==> src/rtl/wbu_pkg.sv <==
// Shared WBU codeword definitions: header constants, serializer state
// encoding and the header-to-sextet-count decode.
package wbu_pkg;

    localparam logic [5:0] CW_IDLE      = 6'h00;
    localparam logic [5:0] CW_BUSBUSY   = 6'h01;
    localparam logic [5:0] CW_INTERRUPT = 6'h04;

    typedef enum logic [1:0] {
        ST_IDLE = 2'd0,
        ST_SEND = 2'd1,
        ST_NL   = 2'd2
    } state_t;

    // Sextet count from codeword bits [35:32]
    function automatic logic [2:0] wbu_cw_len(input logic [3:0] hdr);
        logic [2:0] len;
        casez (hdr)
            4'b000?: len = 3'd1;
            4'b001?: len = 3'd2;
            4'b010?: len = 3'd3;
            4'b011?: len = 3'd4;
            4'b10??: len = 3'd6;
            default: len = 3'd2;
        endcase
        return len;
    endfunction

    // Words that end a line: single-sextet control words and full 6-sextet words
    function automatic logic wbu_cw_nl(input logic [3:0] hdr);
        return (hdr[3:1] == 3'b000) || (hdr[3:2] == 2'b10);
    endfunction

endpackage

==> src/rtl/wbu_cw_len_dec.sv <==
// Combinational codeword header decode to sextet count; also intended for
// reuse by the receive-side deword checker.
module wbu_cw_len_dec
    import wbu_pkg::*;
(
    input  logic [3:0] hdr,
    output logic [2:0] len
);

    assign len = wbu_cw_len(hdr);

endmodule

==> src/rtl/wbu_deword.sv <==
// WBU return-path serializer: 36-bit codeword in, MSB-first 6-bit sextets out.
// Optional end-of-line beats are enabled by defining WBU_NEWLINE_EN.
module wbu_deword
    import wbu_pkg::*;
#(
    parameter logic [5:0] NL_SEXTET = 6'h00
) (
    input  logic        i_clk,
    input  logic        i_reset_n,
    input  logic        i_stb,
    input  logic [35:0] i_codword,
    output logic        o_busy,
    output logic        o_stb,
    output logic [5:0]  o_sextet,
    output logic        o_nl,
    input  logic        i_tx_busy
);

    state_t      state;
    logic [35:0] sreg;
    logic [2:0]  remain;
    logic [2:0]  len;
    logic        nl_pend;
    logic        beat_done;
    logic        final_beat;
    logic        accept;

    wbu_cw_len_dec u_len_dec (
        .hdr (i_codword[35:32]),
        .len (len)
    );

    assign beat_done  = o_stb && !i_tx_busy;
    assign final_beat = (state == ST_NL) ||
                        ((state == ST_SEND) && (remain == 3'd0) && !nl_pend);
    // Dropping busy on the completing final beat lets the next word load with no bubble
    assign o_busy     = (state != ST_IDLE) && !(final_beat && beat_done);
    assign accept     = i_stb && !o_busy;
    assign o_sextet   = (state == ST_NL) ? NL_SEXTET : sreg[35:30];

`ifdef WBU_NEWLINE_EN
    logic nl_q;
    assign nl_pend = nl_q;
    assign o_nl    = (state == ST_NL);
`else
    assign nl_pend = 1'b0;
    assign o_nl    = 1'b0;
`endif

    always_ff @(posedge i_clk) begin
        if (!i_reset_n) begin
            state  <= ST_IDLE;
            sreg   <= '0;
            remain <= '0;
            o_stb  <= 1'b0;
`ifdef WBU_NEWLINE_EN
            nl_q   <= 1'b0;
`endif
        end else if (accept) begin
            state  <= ST_SEND;
            sreg   <= i_codword;
            remain <= len - 3'd1;
            o_stb  <= 1'b1;
`ifdef WBU_NEWLINE_EN
            nl_q   <= wbu_cw_nl(i_codword[35:32]);
`endif
        end else if (beat_done) begin
            case (state)
                ST_SEND: begin
                    if (remain != 3'd0) begin
                        sreg   <= {sreg[29:0], 6'd0};
                        remain <= remain - 3'd1;
                    end else if (nl_pend) begin
                        state <= ST_NL;
                    end else begin
                        state <= ST_IDLE;
                        o_stb <= 1'b0;
                    end
                end
                ST_NL: begin
                    state <= ST_IDLE;
                    o_stb <= 1'b0;
                end
                default: begin
                    state <= ST_IDLE;
                    o_stb <= 1'b0;
                end
            endcase
        end
    end

endmodule
==> config.mk <==
export PLATFORM = sky130hd
export DESIGN_NAME = wbu_deword
export DESIGN_NICKNAME = d
export VERILOG_FILES = /design/src/rtl/wbu_pkg.sv /design/src/rtl/wbu_cw_len_dec.sv /design/src/rtl/wbu_deword.sv
export SDC_FILE = /design/constraint.sdc
export NUM_CORES = 1
export LEC_CHECK = 0
export ABC_AREA = 1
export ABC_CLOCK_PERIOD_IN_PS = 4100
export BUFFER_PORTS_ARGS = -buffer_cell sky130_fd_sc_hd__buf_2
export CORE_UTILIZATION = 25
export CTS_BUF_LIST = sky130_fd_sc_hd__clkbuf_16
export DETAILED_ROUTE_END_ITERATION = 10
export PLACE_DENSITY_LB_ADDON = 0.1
export SLEW_MARGIN = 15
export SYNTH_ARGS = -nofsm -noshare
export SYNTH_HDL_FRONTEND = slang
export SYNTH_SLANG_ARGS = --single-unit
==> constraint.sdc <==
create_clock -name i_clk -period 4.1 [get_ports i_clk]
set_clock_uncertainty 0.2 [all_clocks]
set_input_delay 0.205 -clock i_clk [delete_from_list [all_inputs] [get_ports i_clk]]
set_output_delay 0.205 -clock i_clk [all_outputs]
set_load 0.03 [all_outputs]
# Word level (Yosys, flattened, before mapping)
# Cells that the tools add are included.
[totals]
word_cells = 53
reg_bits = 42
input_bits = 40
output_inout_bits = 9
[classes]
muxes = 18
reduce_logical = 20
bitwise = 1
n_eq_ne = 7
n_addsub = 2
[op_table]
columns = ["operator", "count"]
rows = [
  ["36-bit 2-to-1 mux", 4],
  ["3-bit 2-to-1 mux", 4],
  ["3-bit case mux with 4 select lines", 1],
  ["2-bit nonzero test", 4],
  ["3-bit by 2-bit equality test with 1-bit output, second input constant", 2],
  ["3-bit logical NOT", 2],
  ["1-bit 2-to-1 mux", 6],
  ["6-bit 2-to-1 mux", 1],
  ["3-bit by 1-bit subtractor with 3-bit output, second input constant", 2],
  ["1-bit logical AND", 5],
  ["2-bit equality test, second input constant", 2],
  ["2-bit 2-to-1 mux", 2],
  ["2-bit AND reduction", 2],
  ["1-bit logical NOT", 3],
  ["3-bit inequality test, second input constant", 1],
  ["3-bit AND reduction", 1],
  ["3-bit nonzero test", 1],
  ["2-bit by 1-bit equality test with 1-bit output, second input constant", 1],
  ["2-bit inequality test, second input constant", 1],
  ["2-bit OR reduction", 1],
  ["1-bit logical OR", 1],
  ["1-bit inverter", 1],
]

# Logic depth before layout (Yosys ltp)
[depth]
word_depth = 10
ltp_mapped = 14
depth_no_buf = 13

# Hierarchy
# A second synthesis with hierarchy kept.
[hier_totals]
cells_unflattened = 337
hier_area_um2 = 2180.8
[modules_own_cells]
columns = ["mod", "instances", "seq_area_each_um2", "cells_each", "area_each_um2"]
rows = [
  ["wbu_deword", 1, 800.8, 329, 2145.8],
  ["wbu_cw_len_dec", 1, 0.0, 8, 35.0],
]

# Least setup slack after synthesis
# Ideal clock, no wire load.
[synth_path]
kind = "register to register"
startpoint = "register o_stb"
endpoint = "register remain[2]"
n_path_buf = 1
t_required_ns = 3.844
synth_period_minus_slack_ns = 2.075
path_slack_ns = 2.025
path_stages_with_launch = 13
arrival_time_ns = 1.819
setup_ns = 0.056
path_cell_list = "dfxtp_1 nand2_1 nand3_2 inv_2 buf_6 nand2_1 o21ai_0 o21bai_1 ha_1 nand3b_1 nand3_1 nand2_1 inv_1"
[synth_between]
elab_chain_len = 8
elab_cells_between_ends = 11
cone_classes = "1 x mux; 10 x reduce/logical"
[synth_lines]
columns = ["element", "line_no", "source"]
rows = [
  ["start: declaration", "wbu_deword.sv:13", "output logic o_stb,"],
  ["start signal: assignment", "wbu_deword.sv:55", "o_stb <= 1'b0;"],
  ["start signal: assignment", "wbu_deword.sv:63", "o_stb <= 1'b1;"],
  ["start signal: assignment", "wbu_deword.sv:77", "o_stb <= 1'b0;"],
  ["1-bit logical AND (*)", "wbu_deword.sv:33", "assign beat_done = o_stb && !i_tx_busy;"],
  ["1-bit logical AND", "wbu_deword.sv:37", "assign o_busy = (state != ST_IDLE) && !(final_beat && beat_done);"],
  ["1-bit logical NOT", "wbu_deword.sv:37", ""],
  ["1-bit logical AND", "wbu_deword.sv:37", ""],
  ["1-bit logical NOT", "wbu_deword.sv:38", "assign accept = i_stb && !o_busy;"],
  ["1-bit logical AND", "wbu_deword.sv:38", ""],
  ["2-bit nonzero test (no line)", "--", ""],
  ["3-bit AND reduction (no line)", "--", ""],
  ["end signal: assignment", "wbu_deword.sv:62", "remain <= len - 3'd1;"],
  ["end signal: assignment", "wbu_deword.sv:72", "remain <= remain - 3'd1;"],
  ["end: declaration", "wbu_deword.sv:21", "logic [2:0] remain;"],
]
# Every way passes the cells marked *; elsewhere a longest branch is shown, timed or not.
# A chain may end at the register's enable or synchronous reset.

# Worst setup path after layout
[layout_path]
startpoint = "register remain[0]"
endpoint = "register sreg[33]"
[layout_between]
elab_chain_len = 10
elab_cells_between_ends = 14
cone_classes = "1 x mux; 13 x reduce/logical"
[layout_lines]
columns = ["element", "line_no", "source"]
rows = [
  ["3-bit logical NOT", "wbu_deword.sv:35", "((state == ST_SEND) && (remain == 3'd0) && !nl_pend);"],
  ["1-bit logical AND", "wbu_deword.sv:35", ""],
  ["1-bit logical OR", "wbu_deword.sv:34", "assign final_beat = (state == ST_NL) ||"],
  ["1-bit logical AND", "wbu_deword.sv:37", ""],
  ["1-bit logical NOT", "wbu_deword.sv:37", ""],
  ["1-bit logical AND", "wbu_deword.sv:37", ""],
  ["1-bit logical NOT", "wbu_deword.sv:38", ""],
  ["1-bit logical AND", "wbu_deword.sv:38", ""],
  ["2-bit nonzero test (no line)", "--", ""],
  ["3-bit AND reduction (no line)", "--", ""],
  ["end signal: assignment", "wbu_deword.sv:61", "sreg <= i_codword;"],
  ["end signal: assignment", "wbu_deword.sv:71", "sreg <= {sreg[29:0], 6'd0};"],
  ["end: declaration", "wbu_deword.sv:20", "logic [35:0] sreg;"],
]
# Parallel ways exist; a longest one is shown, timed or not.

==> reports/qor.yml <==
yosys:
  synth_top_area_cell: "dfxtp_1"
  synth_warnings: 0
  ys_seq_elements: 40
  syn-num-nets: 354
  synth_cell_types: 21
  synth_top_area_share: 0.388
  synth-seq-area-share: 0.388
  synthCells: 313
  synth.avg_cell_area_sq_um: 6.59
  ys_top_cells_by_area: "dfxtp_1, nand2_1, inv_1, a21oi_1, o211ai_1"
  netlist_area_sq_um: 2060
layout:
  final_area_sq_um: 2480
  final_common_cell: "nand2_1"
  antenna_cells: 0
  nNetsFinal: 391
  fill_cells: 947
  areaGrowthSynthToFinish_pct: 20.1
  drive_gt1_frac: 0.166
  multi_input_area_sq_um: 887
  fin_util: 0.316
  layout.area.seq_sq_um: 801
  final_cell_mix: "nand2_1, inv_1, buf_2"
route:
  vias: 1883
  firstDrtPassIters: 4
  viasPerCell: 4.17
  routed_wirelength_microns: 4800
  highest_layer: "met4"
  drc: 0
  drt-initial-drc-count: 117
  wl_met3_microns: 229
  wl_met1_microns: 2410
  wl_met2_microns: 2090
  drtAntennaViolNets: 0
  wl_per_cell_microns: 10.6
worst_hold_path:
  min_path_type: "input port to register"
clock_network:
  clock_path_buffers: 2
  cts_hold_buffers: 6
  cts_resized: 0
  cts_root_buf: "clkbuf_16"
  clock-sinks: 40
  h-tree-depth: 2
  cts_tree: "built"
  postCtsSetupBuffers: 0
  clk_pin_slew_worst_paths_ns: 0.06
  insertion_delay_ns: 0.28
  cts_buffers: 5
flow_run:
  maxCapViolCount: 0
timing:
  drv_slew: 0
  period_needed_ns: 2.46
  max_freq_mhz: 407
  setup_viol: 0
  max_slew.worst_pin.slew_ns: 1.08
  rsz0062_at_grt: "false"
  hold_violations: 0
  finalCritPeriodShare: 0.600
  setup-tns-final_ns: 0
  slew_headroom: 0.274
  fin_hold_ws_ns: 0.0204
die:
  die_w_microns: 92.8
  initial_core_util: 0.263
  design.core.area_sq_um: 7850
  rows: 32
  dieArea_sq_um: 8620
  die_y_microns: 92.8
  ioPinCount: 49
pwr:
  p_per_area_nw_per_um2: 440
  p_leak_nw: 1.28
  ir_drop_mv: 0.137
setup_path:
  cp_cell_sequence: "nor2_1 -> nand2_1 -> nand2_2 -> nand2_1 -> nand2_2 -> inv_2 -> o21ai_0 -> a21oi_1 -> nor2_1"
  cp.arrival_ns: 2.43
  slowest_delay_ns: 0.68
  critPathSlowestCell: "inv_2"
  cp-start-kind: "register"
  setup.worst_path.end_class: "register"
  cp.required_ns: 4.07
  cp_max_fo: 40
  path_class: "register to register"
global_routing:
  overflow: 0
  grt_pass1_wl_microns: 7980
  antenna_found_initial: 0
  grt_pass1_vias: 1687
  track_usage: 0.120
  grt_max_degree: 41
placement:
  portBuffers: 47
  place_hpwl_microns: 3160
  gp_congestion: 0.745
  dpl_cell_area_sq_um: 2280
status:
  status: "finished clean"
## power by group
| part | internal [mW] | switching, mW |
|---|---|---|
| sequential | 0.437 | 0.0164 |
| clock | 0.218 | 0.148 |
| combinational | 0.0960 | 0.174 |
## kinds of logic after synthesis
family	count (synthesis)	share of synthesized area
fa+ha+maj	1	0.00607
simple gates	121	0.235
other cells	1	0.00182
compound gates	66	0.187
buf+inv	84	0.181
flops	40	0.388
## final cells by class
type | instances | area share
inverters | 60 | 0.0910
clock inverters | 2 | 0.00303
well taps | 102 | 0.0515
flip-flops and latches | 40 | 0.323
clock buffers | 5 | 0.0505
repair buffers | 54 | 0.122
multi-input cells | 189 | 0.358
## sequential cells by signal (all words and copies together), names as in the netlist
name,count
sreg,36
o_stb,1
remain,3
## synthesized netlist by cell type (all sizes together)
cell type / n
nand2: 90
inv: 59
dfxtp: 40
a21oi: 33
buf: 21
o211ai: 21
nor2: 18
o21ai: 11
nand3: 10
clkbuf: 3
nand4: 2
clkinv: 1
conb: 1
ha: 1
nand3b: 1
o21bai: 1
## critical path: cells and delay by family (launching register included)
family | cells | cell delay (ns)
flops | 1 | 0.36
compound gates | 2 | 0.41
buf+inv | 1 | 0.68
simple gates | 6 | 0.69
## through the flow
stage          instances  power (mW)  setup slack, ns
2_1_floorplan        313       0.681             2.03
3_3_place_gp         439       0.732             1.63
3_5_place_dp         439       0.733             1.60
4_1_cts              452        1.11             1.59
5_1_grt              452        1.17             1.33
6_report             452        1.09             1.64
## worst paths after layout
kind / startpoint / endpoint / slack (ns) / depth (start not counted)
worst min-delay path: i_codword[10] / sreg[10] / 0.02 / 5
worst max register to register: remain[0] / sreg[33] / 1.64 / 9
worst min register to register: sreg[4] / sreg[4] / 0.26 / 2
worst max-delay path: remain[0] / sreg[33] / 1.64 / 9
## layer usage
metal / track usage / vias to the layer above
met5: 0 / -
met4: 0.0500 / 0
met3: 0.0337 / 7
met2: 0.179 / 39
met1: 0.160 / 802
li1: - / 1035
Power figures use the tool's default switching activity.
